**src/rtl/tree_add_seq_pkg.sv**
```systemverilog
// tree_add_seq_pkg
//   Shared definitions for the sequential tree adder:
//   - 3-bit state encoding (IDLE=0 .. DONE=4) as localparams and an enum
//   - counter width for the optional completed-operation counter
package tree_add_seq_pkg;

  localparam logic [2:0] ST_IDLE = 3'd0;
  localparam logic [2:0] ST_ADD1 = 3'd1;
  localparam logic [2:0] ST_ADD2 = 3'd2;
  localparam logic [2:0] ST_ADD3 = 3'd3;
  localparam logic [2:0] ST_DONE = 3'd4;

  localparam int CNT_W = 16;

  typedef enum logic [2:0] {
    IDLE = ST_IDLE,
    ADD1 = ST_ADD1,
    ADD2 = ST_ADD2,
    ADD3 = ST_ADD3,
    DONE = ST_DONE
  } state_t;

endpackage

```
**src/rtl/tree_add_seq_alu.sv**
```systemverilog
// tree_add_seq_alu
//   Combinational (WC+1)-bit unsigned adder shared by all three additions.
//   The operand pair is selected by the controller state.
// Ports:
//   state  in   current controller state
//   a, b   in   WA-bit captured operands   (used in ADD1)
//   c, d   in   WC-bit captured operands   (used in ADD2)
//   sum1   in   WA+1-bit partial sum       (used in ADD3)
//   sum2   in   WC+1-bit partial sum       (used in ADD3)
//   result out  WC+2-bit sum, carry kept
module tree_add_seq_alu
  import tree_add_seq_pkg::*;
#(
  parameter int WA = 4,
  parameter int WC = 8
) (
  input  state_t          state,
  input  logic [WA-1:0]   a,
  input  logic [WA-1:0]   b,
  input  logic [WC-1:0]   c,
  input  logic [WC-1:0]   d,
  input  logic [WA:0]     sum1,
  input  logic [WC:0]     sum2,
  output logic [WC+1:0]   result
);

  localparam int XW = WC + 1;
  localparam int RW = WC + 2;

  logic [WC:0] x;
  logic [WC:0] y;

  always_comb begin
    x = '0;
    y = '0;
    case (state)
      ADD1: begin
        x = XW'(a);
        y = XW'(b);
      end
      ADD2: begin
        x = XW'(c);
        y = XW'(d);
      end
      ADD3: begin
        // WC >= WA, so sum1 always fits the adder width.
        x = XW'(sum1);
        y = sum2;
      end
      default: begin
        x = '0;
        y = '0;
      end
    endcase
  end

  assign result = RW'(x) + RW'(y);

endmodule

```
**src/rtl/tree_add_seq.sv**
```systemverilog
// tree_add_seq
//   Sequential tree adder: sum1=a+b, sum2=c+d, sum3=sum1+sum2 computed
//   over three cycles on one shared adder, with valid/ready handshakes
//   on both sides. Latency is 3 cycles from the accept edge; minimum
//   initiation interval is 5 cycles.
//
//   state | meaning
//   IDLE  | waiting for operands, in_ready=1
//   ADD1  | sum1 <= a+b
//   ADD2  | sum2 <= c+d
//   ADD3  | sum3 <= sum1+sum2
//   DONE  | results valid, held until out_ready
//
// Ports:
//   clk, rst_n           clock, synchronous active-low reset
//   a, b / c, d          WA / WC-bit unsigned operands
//   in_valid, in_ready   operand handshake
//   sum1, sum2, sum3     registered results (WA+1, WC+1, WC+2 bits)
//   out_valid, out_ready result handshake
//   busy                 high whenever not IDLE
//   op_count             16-bit wrapping count of completed results,
//                        present only with TREE_ADD_SEQ_CNT_EN defined
module tree_add_seq
  import tree_add_seq_pkg::*;
#(
  parameter int WA = 4,
  parameter int WC = 8
) (
  input  logic              clk,
  input  logic              rst_n,
  input  logic [WA-1:0]     a,
  input  logic [WA-1:0]     b,
  input  logic [WC-1:0]     c,
  input  logic [WC-1:0]     d,
  input  logic              in_valid,
  output logic              in_ready,
  output logic [WA:0]       sum1,
  output logic [WC:0]       sum2,
  output logic [WC+1:0]     sum3,
  output logic              out_valid,
  input  logic              out_ready,
  output logic              busy
`ifdef TREE_ADD_SEQ_CNT_EN
  ,
  output logic [CNT_W-1:0]  op_count
`endif
);

  state_t        state;
  logic [WA-1:0] a_q;
  logic [WA-1:0] b_q;
  logic [WC-1:0] c_q;
  logic [WC-1:0] d_q;
  logic [WC+1:0] alu_res;

  tree_add_seq_alu #(
    .WA (WA),
    .WC (WC)
  ) u_alu (
    .state  (state),
    .a      (a_q),
    .b      (b_q),
    .c      (c_q),
    .d      (d_q),
    .sum1   (sum1),
    .sum2   (sum2),
    .result (alu_res)
  );

  // Handshake outputs are registered alongside the state so they change
  // on the same edge as the transition that implies them.
  always_ff @(posedge clk) begin
    if (!rst_n) begin
      state     <= IDLE;
      a_q       <= '0;
      b_q       <= '0;
      c_q       <= '0;
      d_q       <= '0;
      sum1      <= '0;
      sum2      <= '0;
      sum3      <= '0;
      out_valid <= 1'b0;
      busy      <= 1'b0;
      in_ready  <= 1'b1;
    end else begin
      case (state)
        IDLE: begin
          if (in_valid) begin
            a_q      <= a;
            b_q      <= b;
            c_q      <= c;
            d_q      <= d;
            in_ready <= 1'b0;
            busy     <= 1'b1;
            state    <= ADD1;
          end
        end
        ADD1: begin
          sum1  <= alu_res[WA:0];
          state <= ADD2;
        end
        ADD2: begin
          sum2  <= alu_res[WC:0];
          state <= ADD3;
        end
        ADD3: begin
          sum3      <= alu_res;
          out_valid <= 1'b1;
          state     <= DONE;
        end
        DONE: begin
          if (out_ready) begin
            out_valid <= 1'b0;
            busy      <= 1'b0;
            in_ready  <= 1'b1;
            state     <= IDLE;
          end
        end
        default: begin
          out_valid <= 1'b0;
          busy      <= 1'b0;
          in_ready  <= 1'b1;
          state     <= IDLE;
        end
      endcase
    end
  end

`ifdef TREE_ADD_SEQ_CNT_EN
  always_ff @(posedge clk) begin
    if (!rst_n) begin
      op_count <= '0;
    end else if (out_valid && out_ready) begin
      op_count <= op_count + CNT_W'(1);
    end
  end
`endif

endmodule

```
**config.mk**
```make
export PLATFORM = sky130hd
export DESIGN_NAME = tree_add_seq
export DESIGN_NICKNAME = d
export VERILOG_FILES = /design/src/rtl/tree_add_seq_pkg.sv /design/src/rtl/tree_add_seq_alu.sv /design/src/rtl/tree_add_seq.sv
export SDC_FILE = /design/constraint.sdc
export NUM_CORES = 1
export LEC_CHECK = 0
export CORE_ASPECT_RATIO = 0.6
export CORE_MARGIN = 3
export CORE_UTILIZATION = 30
export CTS_CLUSTER_SIZE = 16
export DETAILED_ROUTE_END_ITERATION = 10
export SYNTH_ARGS = -nofsm -noshare
export SYNTH_HDL_FRONTEND = slang
export SYNTH_SLANG_ARGS = --single-unit
```
**constraint.sdc**
```tcl
create_clock -name clk -period 3.2 [get_ports clk]
set_input_delay 0.64 -clock clk [delete_from_list [all_inputs] [get_ports clk]]
set_output_delay 0.64 -clock clk [all_outputs]
set_load 0.01 [all_outputs]
```
==> results of run 1 <==
==> final cells by class <==
class / instances / area share [%]
repair buffers: 62 / 16.0
flip-flops and latches: 54 / 28.9
clock buffers: 5 / 3.34
inverters: 3 / 0.301
well taps: 130 / 4.34
clock inverters: 3 / 1.20
multi-input cells: 248 / 45.9
==> power by group through the flow <==
stage | clock, mW | sequential (mW) | combinational [mW]
2_1_floorplan | 0 | 0.757 | 0.234
3_3_place_gp | 0 | 0.767 | 0.312
3_5_place_dp | 0 | 0.768 | 0.316
4_1_cts | 0.632 | 0.752 | 0.318
5_1_grt | 0.661 | 0.758 | 0.350
6_report | 0.615 | 0.752 | 0.316
==> routing by layer <==
metal	up-vias	track usage (%)	share of wire (%)
li1	1252	-	-
met1	1074	23.2	57
met2	81	17.3	35
met3	2	4.06	7.5
met4	0	2.03	0.25
met5	-	0	0
==> flip-flops by register name, indices dropped and copies added (netlist names) <==
register	count
state	3
sum1	5
d_q	8
out_valid	1
busy	1
sum2	9
a_q	4
c_q	8
in_ready	1
b_q	4
sum3	10
==> worst paths after layout <==
path	endpoint	slack [ns]	depth (start not counted)	startpoint
max	sum2[6]$_SDFFE_PN0N_	0.44	9	state[0]$_SDFFE_PN0P_
min	a_q[3]$_SDFFE_PN0P_	0.46	2	a_q[3]$_SDFFE_PN0P_
max reg2reg	sum2[6]$_SDFFE_PN0N_	0.44	9	state[0]$_SDFFE_PN0P_
min reg2reg	a_q[3]$_SDFFE_PN0P_	0.46	2	a_q[3]$_SDFFE_PN0P_
==> placed cells by master, fill, tap and decap left out, types with 6 or more instances in the layout <==
cell             netlist  routed
o21ai_0                6       6
nor2b_1                8       8
mux2_2                 8       8
nand3_1               12      12
a21oi_1               10      10
nor2_1                18      18
ha_1                   8       8
nand2_1               51      51
buf_4                  2       8
a21boi_0              15      15
a21boi_2              20      20
nand2_2               20      20
dfxtp_1               54      53
clkdlybuf4s50_1        0      54
==> metrics by stage <==
stage	area, sq um	hold WS (ns)	utilization [%]
after CTS	3740	0.467	39.7
after detailed placement	3570	0.457	37.9
final	3740	0.461	39.7
after global routing	3740	0.473	39.7
after global placement	3570	0.451	37.9
after floorplan	2990	0.437	-
==> cells by family after synthesis <==
group,Yosys count,share of synthesized area [%]
flops,54,36.2
buf+inv,27,6.33
simple gates,137,24.5
xor+xnor,2,0.587
fa+ha+maj,9,4.02
mux,10,3.69
compound gates,90,24.6
==> critical path, stage by stage (launching register included) <==
cell	delay, ns
dfxtp_2	0.44
mux2_2	0.37
a21oi_1	0.16
nor2_1	0.06
ha_1	0.26
fa_1	0.43
a211o_1	0.34
a2111oi_0	0.36
nor3b_1	0.12
o21ai_1	0.15
==> summary by stage, run 1 <==
Status
The run finished with clean final reports.

Clock network
In this run the number of H-tree levels came out at 2. The clock sink count is 54. The number of instances resized during post-cts repair is 0.

The CTS tree is done. The clock reaches the later pin of the worst-skew pair after 0.29 ns. Clock-pin slew was measured on the worst setup and hold paths at 0.07 ns.

The number of post-CTS setup repair buffers is 0. The cell sitting at the root of the clock tree is a clkbuf_16. The CTS buffer count is 5. Hold repair after CTS inserted 0 buffers.

No sink is reached through more buffers than the 2 on the longest clock path.

Global routing
The initial antenna violation count is 0. The remaining global-route overflow is 0. Entering global routing, the biggest net connects 62 pins. In the global route stage, overall resource usage came out at 14.0%. The number of global-route vias before repair is 2,379. The wire length of the first global-routing pass is 12.6 mm.

Layout
The number of antenna cells inserted is 0. After the last flow step, the layout net total stands at 411. Of the cells placed in the final design, the portion with a size suffix greater than 1 is 18.7%. The area used by multi-input combinational logic is 0.00172 sq mm. Across the whole layout, storage elements account for 0.00108 sq mm. The non-filler instance count after layout is 505. The post-synthesis to final-layout area growth is 25.3%. Fill cells in the final layout number 948.

Critical path
The worst setup path is launched from a register. The type of element capturing the critical path is a register. The data required time of the critical path is 3.43 ns. The maximum fanout count along the critical path is 9.

By startpoint and endpoint, the worst setup path is classified as register to register. Data arrives at the worst endpoint at 2.99 ns.

Die
The floorplan has 27 rows. The x dimension of the die is 135 microns. The area enclosed by the die boundary is 0.0112 sq mm. The y dimension of the die is 83.3 microns. The I/O pin total is 55. The initial cell density of the core is 31.7%. The area inside the core boundary is 0.00943 sq mm.

Timing
Setup repair after global routing left no endpoint under its margin. Of the available clock period, the critical path in the final layout requires 86.1%. After routing, the total negative slack on setup checks comes to 0 ns. The worst pin sits at a relative slew slack of 61.1%. The final critical-path required period is 2.76 ns. The hold violation count in the final report is 0. The minimum setup slack in the final design is 0.444 ns.

The count of endpoints failing setup in the final report is 0. Based on the critical path, the design can be clocked at up to 0.363 GHz. Clock skew on the completed layout was measured at 0.00559 ns. The max-slew violation total from the final report is 0. At the pin with the least slew margin, the transition time is 0.581 ns.

Pwr
The switching part of the total is 26.6%. The analysis attributes to cell leakage a power of 1.41 nW. The switching power of the nets is 0.448 mW.

For this design the ratio of total power to cell area is 449 mW/mm^2. The portion of total power attributed to the clock network is 36.5%. The internal cell power is 1.23 mW. The total power draw is 1.68 mW. The combinational group share of total power is 18.8%. The largest voltage drop on the vdd net is 227 uV. Per report_power, the sequential group accounts for 44.7% of the total.

Yosys
The post-synthesis sequential area ratio is 36.2%. In the post-synthesis netlist, the biggest area contributors are dfxtp_1 36%, a21boi_2 7.5%, nand2_1 6.4%. The top cell type's share of synthesized area is 36.2%. The most used flip-flop cell after synthesis is dfxtp_1. Among all cell types in the netlist, the one instantiated most often is dfxtp_1. The net count of the mapped netlist is 366. The async set-or-reset flop fraction in the synthesized netlist is 0%. Synthesis handed over a netlist of 329 instances.

The cell accounting for the most synthesized area is dfxtp_1. Yosys mapped the design onto 50 distinct sky130hd cell types. The post-synthesis average cell area is 9.08 sq um. The number of synthesized flops with an enable pin is 0. The flip-flop and latch count after synthesis is 54.

The number of warning messages in the yosys log is 0. In the synthesized netlist, the cells that appear most often are 54 x dfxtp_1, 51 x nand2_1, 20 x a21boi_2, 20 x nand2_2, 18 x nor2_1. The summed instance area of the synthesized netlist is 0.00299 sq mm.

Place
The placer congestion estimate is 0.860. The placed wire-length estimate is 5.74 mm. Timing analysis after detailed placement gives a worst setup slack of 0.370 ns. The count of input and output buffers is 54. The cell total after placement is 497.

Detailed routing
Detailed routing inserted a total of 2,409 vias. Using the TritonRoute via totals, the vias-per-cell ratio works out to 4.77. After detailed routing, the number of remaining DRC violations is 0. The average routed wire per standard cell is 14.9 microns.

In this run the remaining antenna-violating nets after routing total 0. The number of design-rule violations left by the first detailed-router iteration is 203. The routed wire length is 7.53 mm. The first detailed-routing pass ran for 5 iterations.

Min path
In this run the worst hold path is classified as register to register.

Flow run
Across the run, the number of max-cap violations was 0.
No activity file was read; power rests on OpenSTA's default activity.
==> inputs of run 2 (changes only) <==
- ABC_CLOCK_PERIOD_IN_PS: not set -> 3200
- CTS_CLUSTER_SIZE: 16 -> not set
- SLEW_MARGIN: not set -> 20
==> results of run 2 <==
No change in the layout: final DEF, timing and power equal those of run 1.
==> RTL edit 1: new RTL, flow settings as in run 2 <==
The option `TREE_ADD_SEQ_CNT_EN` is turned on by a define.
--- a/src/rtl/tree_add_seq.sv
+++ b/src/rtl/tree_add_seq.sv
@@ -22,2 +22,4 @@
 //                        present only with TREE_ADD_SEQ_CNT_EN defined
+`define TREE_ADD_SEQ_CNT_EN
+
 module tree_add_seq
Formal check against the unedited RTL (old outputs only; new: op_count): equivalent (Yosys induction, for registers that start in step).
==> RTL edit 1 against run 2 <==
Sequential cell count up 16. Worst hold slack got worse by 0.0031 ns. Area after synthesis increased by 11%. Critical path type unchanged. Core utilization increased by 1.4 points. Total power up 32%. Final area up 18%. Sequential share of layout area increased by 2.9 points. Routed wire length up 21%. Clock skew about the same. Worst setup slack got worse by 0.049 ns.
==> RTL edit 1: results (changes against run 2) <==
Logic synthesis
  – Post-Syn Nets: 432 (was 366)
  – Ranking of synthesized cells by area: dfxtp_1 42%, nand2_1 9.4%, a21oi_1 6.3% (was dfxtp_1 36%, a21boi_2 7.5%, nand2_1 6.4%)
  – Synth unique cells: 49 (was 50)
  – Multiplexer share of the synthesized area: 3.91% (was 3.69%)
  – Xor and xnor fraction of the mapped netlist area: 5.26% (was 0.587%)
  – Synth Area in Compound Gates: 15.2% (was 24.6%)
  – Syn_area_per_cell: 8.45 um^2 (was 9.08 um^2)
  – Sequential fraction of the synthesis area: 42.1% (was 36.2%)

Final layout
  – Layout cells sized above 1: 7.34% (was 18.7%)
  – Final #Nets: 496 (was 411)

Placement
  – Inst Count DP: 586 (was 497)
  – Routability cong.: 0.859 (was 0.860)
  – IO buf count: 70 (was 54)
  – Dpl ws: 0.434 ns (was 0.370 ns)
  – DP Wirelength: 6.77 mm (was 5.74 mm)

Route
  – Vias per cell: 4.93 (was 4.77)
  – Detailed Route WL: 9.08 mm (was 7.53 mm)
  – DR iter-0 viols: 161 (was 203)
  – DRT Pass-1 Iters: 4 (was 5)

Timing
  – Relative slew slack: 48.5% (was 61.1%)

Power
  – Lkg Pwr: 1.66 nW (was 1.41 nW)
  – Worst vdd ir: 0.000252 V (was 0.000227 V)

Clock tree
  – Worst-skew pair later-pin latency: 0.34 ns (was 0.29 ns)
  – Htree depth: 3 (was 2)
  – Clock buffer count from CTS: 9 (was 5)

Worst setup path
  – Worst stage delay on the critical path: 0.48 ns (was 0.44 ns)
  – CP Data Arrival Time: 3.06 ns (was 2.99 ns)
  – Worst Path Max Fanout: 8 (was 9)

Global routing
  – Vias in the first global route: 2,878 (was 2,379)
  – First-pass GRT wire length: 14.7 mm (was 12.6 mm)

Status
  – Outcome: finished, final reports clean (unchanged)
==> RTL edit 1: final timing paths <==
kind              depth (start not counted)  slack, ns                    to                  start
setup / recovery                         11       0.39  sum3[8]$_SDFFE_PN0N_  state[0]$_SDFFE_PN0P_
hold reg to reg                           2       0.46   d_q[1]$_SDFFE_PN0P_    d_q[1]$_SDFFE_PN0P_
setup reg to reg                         11       0.39  sum3[8]$_SDFFE_PN0N_  state[0]$_SDFFE_PN0P_
hold / removal                            2       0.46   d_q[1]$_SDFFE_PN0P_    d_q[1]$_SDFFE_PN0P_
==> RTL edit 1: where the power goes <==
part | internal (mW) | leakage (nW) | switching (mW)
sequential | 0.911 | 0.569 | 0.0276
combinational | 0.116 | 0.936 | 0.161
clock | 0.641 | 0.152 | 0.365
total | 1.67 | 1.66 | 0.553
==> RTL edit 1: critical path, delay by kind of cell, from the launching register on <==
family          cells  cell delay, ns
simple gates        3            0.79
buf+inv             1            0.07
xor+xnor            1            0.11
compound gates      4            0.77
fa+ha+maj           2            0.60
flops               1            0.38
==> RTL edit 1: cell type report <==
class | instances | area [um^2]
timing repair buffer | 76 | 746
fill | 1067 | 6300
clock buffer | 12 | 256
clock inverter | 4 | 45.0
multi-input combinational | 295 | 1760
sequential | 70 | 1400
tap | 139 | 174
inverter | 6 | 22.5
==> RTL edit 1: metal layers <==
metal,track usage [%],part of all wire [%],vias up
li1,-,-,1479
met1,22.0,51,1400
met2,21.2,40,80
met3,6.00,7.5,7
met4,3.83,0.80,0
met5,0,0,-
==> RTL edit 1: logic make-up (layout without fill, tap and decap cells) <==
kind of cell,after synthesis,count (layout)
simple gates,170,170
compound gates,83,83
flops,70,70
buf+inv,29,98
xor+xnor,20,20
mux,12,12
fa+ha+maj,10,10
==> RTL edit 2: new RTL, settings of run 2 <==
Made on the original files. `WC` is set to 8 in 2 places; all go to 9.
--- a/src/rtl/tree_add_seq_alu.sv
+++ b/src/rtl/tree_add_seq_alu.sv
@@ -14,3 +14,3 @@
   parameter int WA = 4,
-  parameter int WC = 8
+  parameter int WC = 9
 ) (
--- a/src/rtl/tree_add_seq.sv
+++ b/src/rtl/tree_add_seq.sv
@@ -26,3 +26,3 @@
   parameter int WA = 4,
-  parameter int WC = 8
+  parameter int WC = 9
 ) (
Ports: changed (resized c, d, sum2 and sum3); port bits go from 55 to 59. No check against the original RTL was run, so the function may have changed too.
==> RTL edit 2 against run 2 <==
Total power increased by 26%. Sequential power increased by 6.8%. Worst setup slack improved by 0.0072 ns. Area after synthesis decreased by 3.1%. Routed wire length increased by 11%. Die area decreased by 2.9%. Final area increased by 4.8%. Core utilization increased by 2.5 points. Global-route usage increased by 2.0 points. Maximum frequency increased by 0.26%. First-iteration DRC count decreased by 13%. Worst hold slack got worse by 0.0086 ns. Sequential cell count increased by 4. Critical path type unchanged. Critical endpoint is now sum3[8]$_SDFFE_PN0N_. Largest power group is now the clock network.
==> RTL edit 2: results (changes against run 2) <==
Timing
  – Worst-margin pin slew: 0.891 ns (was 0.581 ns)
  – Worst hold slack: 0.452 ns (was 0.461 ns)
  – Period Utilization, post-route: 85.9% (was 86.1%)
  – Clock Skews: 0.00665 ns (was 0.00559 ns)

Power
  – Lkg Pwr: 1.53 nW (was 1.41 nW)
  – Worst vdd ir: 0.000246 V (was 0.000227 V)

Logic synthesis
  – Synth unique cells: 49 (was 50)
  – Synth Area in Adders: 4.58% (was 4.02%)
  – Multiplexer share of the synthesized area: 3.80% (was 3.69%)
  – Post-Syn Nets: 399 (was 366)
  – Synth Instances: 359 (was 329)
  – Sequential fraction of the synthesis area: 40.1% (was 36.2%)
  – Synth cell count leaders: 77 x nand2_1, 58 x dfxtp_1, 48 x a21oi_1, 26 x nor2_1, 15 x clkbuf_1 (was 54 x dfxtp_1, 51 x nand2_1, 20 x a21boi_2, 20 x nand2_2, 18 x nor2_1)
  – Synth Area in Compound Gates: 21.3% (was 24.6%)
  – Ranking of synthesized cells by area: dfxtp_1 40%, nand2_1 10%, a21oi_1 8.3% (was dfxtp_1 36%, a21boi_2 7.5%, nand2_1 6.4%)
  – Xor and xnor fraction of the mapped netlist area: 0.908% (was 0.587%)
  – Main combinational cell family by area after synthesis: simple AND/OR/NAND/NOR gates (was compound AO/OA/AOI/OAI gates)

Global routing
  – M3 GR Usage: 5.69% (was 4.06%)
  – Largest net degree at the start of global routing: 27 (was 62)
  – Met1 Use GR: 24.1% (was 23.2%)
  – Vias in the first global route: 2,574 (was 2,379)
  – M2 GR Usage: 20.6% (was 17.3%)
  – First-pass GRT wire length: 13.5 mm (was 12.6 mm)

Route
  – Detailed Route WL: 8.35 mm (was 7.53 mm)
  – Via count: 2,754 (was 2,409)
  – DRT Pass-1 Iters: 4 (was 5)

Clock tree
  – Worst-path clk slew: 0.05 ns (was 0.07 ns)
  – Worst-skew pair later-pin latency: 0.33 ns (was 0.29 ns)
  – Cts hold-fix bufs: 0 (unchanged)
  – Htree depth: 3 (was 2)

Placement
  – Placed Area: 3610 um^2 (was 3570 um^2)
  – Inst Count DP: 533 (was 497)
  – Routability cong.: 0.865 (was 0.860)
  – IO buf count: 58 (was 54)
  – DP Wirelength: 6.22 mm (was 5.74 mm)
  – Dpl ws: 0.462 ns (was 0.370 ns)

Worst setup path
  – CP Data Arrival Time: 2.97 ns (was 2.99 ns)
  – CP max-delay cell: dfxtp_1 (was dfxtp_2)
  – Worst stage delay on the critical path: 0.57 ns (was 0.44 ns)

Status
  – Outcome: finished, final reports clean (unchanged)

Final layout
  – Fillers: 914 (was 948)
  – Layout cells sized above 1: 9.79% (was 18.7%)
  – Area grow syn2layout: 35.6% (was 25.3%)
  – Biggest regs: sum3 x11, sum2 x10 (was sum3 x10, sum2 x9)
  – Non-filler cells, final: 549 (was 505)
[RTL edit 2: cell count changes in the layout (fill, tap and decap cells not counted), sizes merged, moves of 5 or more]
cell	before	now
clkbuf	5	10
nor2	18	26
a21oi	10	48
nand2	71	77
nor2b	8	1
a21boi	35	0
[RTL edit 2: cell type report]
cell class | count | share of cell area, %
clock buffers | 10 | 6.09
flip-flops and latches | 58 | 29.6
inverters | 2 | 0.191
well taps | 130 | 4.14
repair buffers | 70 | 17.1
clock inverters | 6 | 2.04
multi-input cells | 273 | 40.9
[RTL edit 2: critical path: cells and delay by family, from the launching register on]
| kind | cells | cell delay [ns] |
|---|---|---|
| mux | 1 | 0.39 |
| fa+ha+maj | 2 | 0.64 |
| simple gates | 3 | 0.68 |
| compound gates | 3 | 0.37 |
| flops | 1 | 0.57 |
[RTL edit 2: layer usage]
metal  routed length (um)  vias up
met5                    0        -
met4                  105        0
met3                  670       13
met2                 3020       98
met1                 4560     1250
li1                     -     1393
[RTL edit 2: cells by family (layout without fill, tap and decap cells)]
family                   count (synthesis)  after routing
flip-flops                              58             58
XOR/XNOR                                 3              3
buffers and inverters                   28             88
multiplexers                            10             10
AO/OA/AOI/OAI                           99             99
AND/OR/NAND/NOR                        151            151
adder cells (fa/ha/maj)                 10             10
[RTL edit 2: power breakdown]
group / total, mW / internal, mW / switching, mW
registers: 0.803 / 0.766 / 0.0370
clock network: 1.02 / 0.695 / 0.324
logic: 0.293 / 0.134 / 0.159
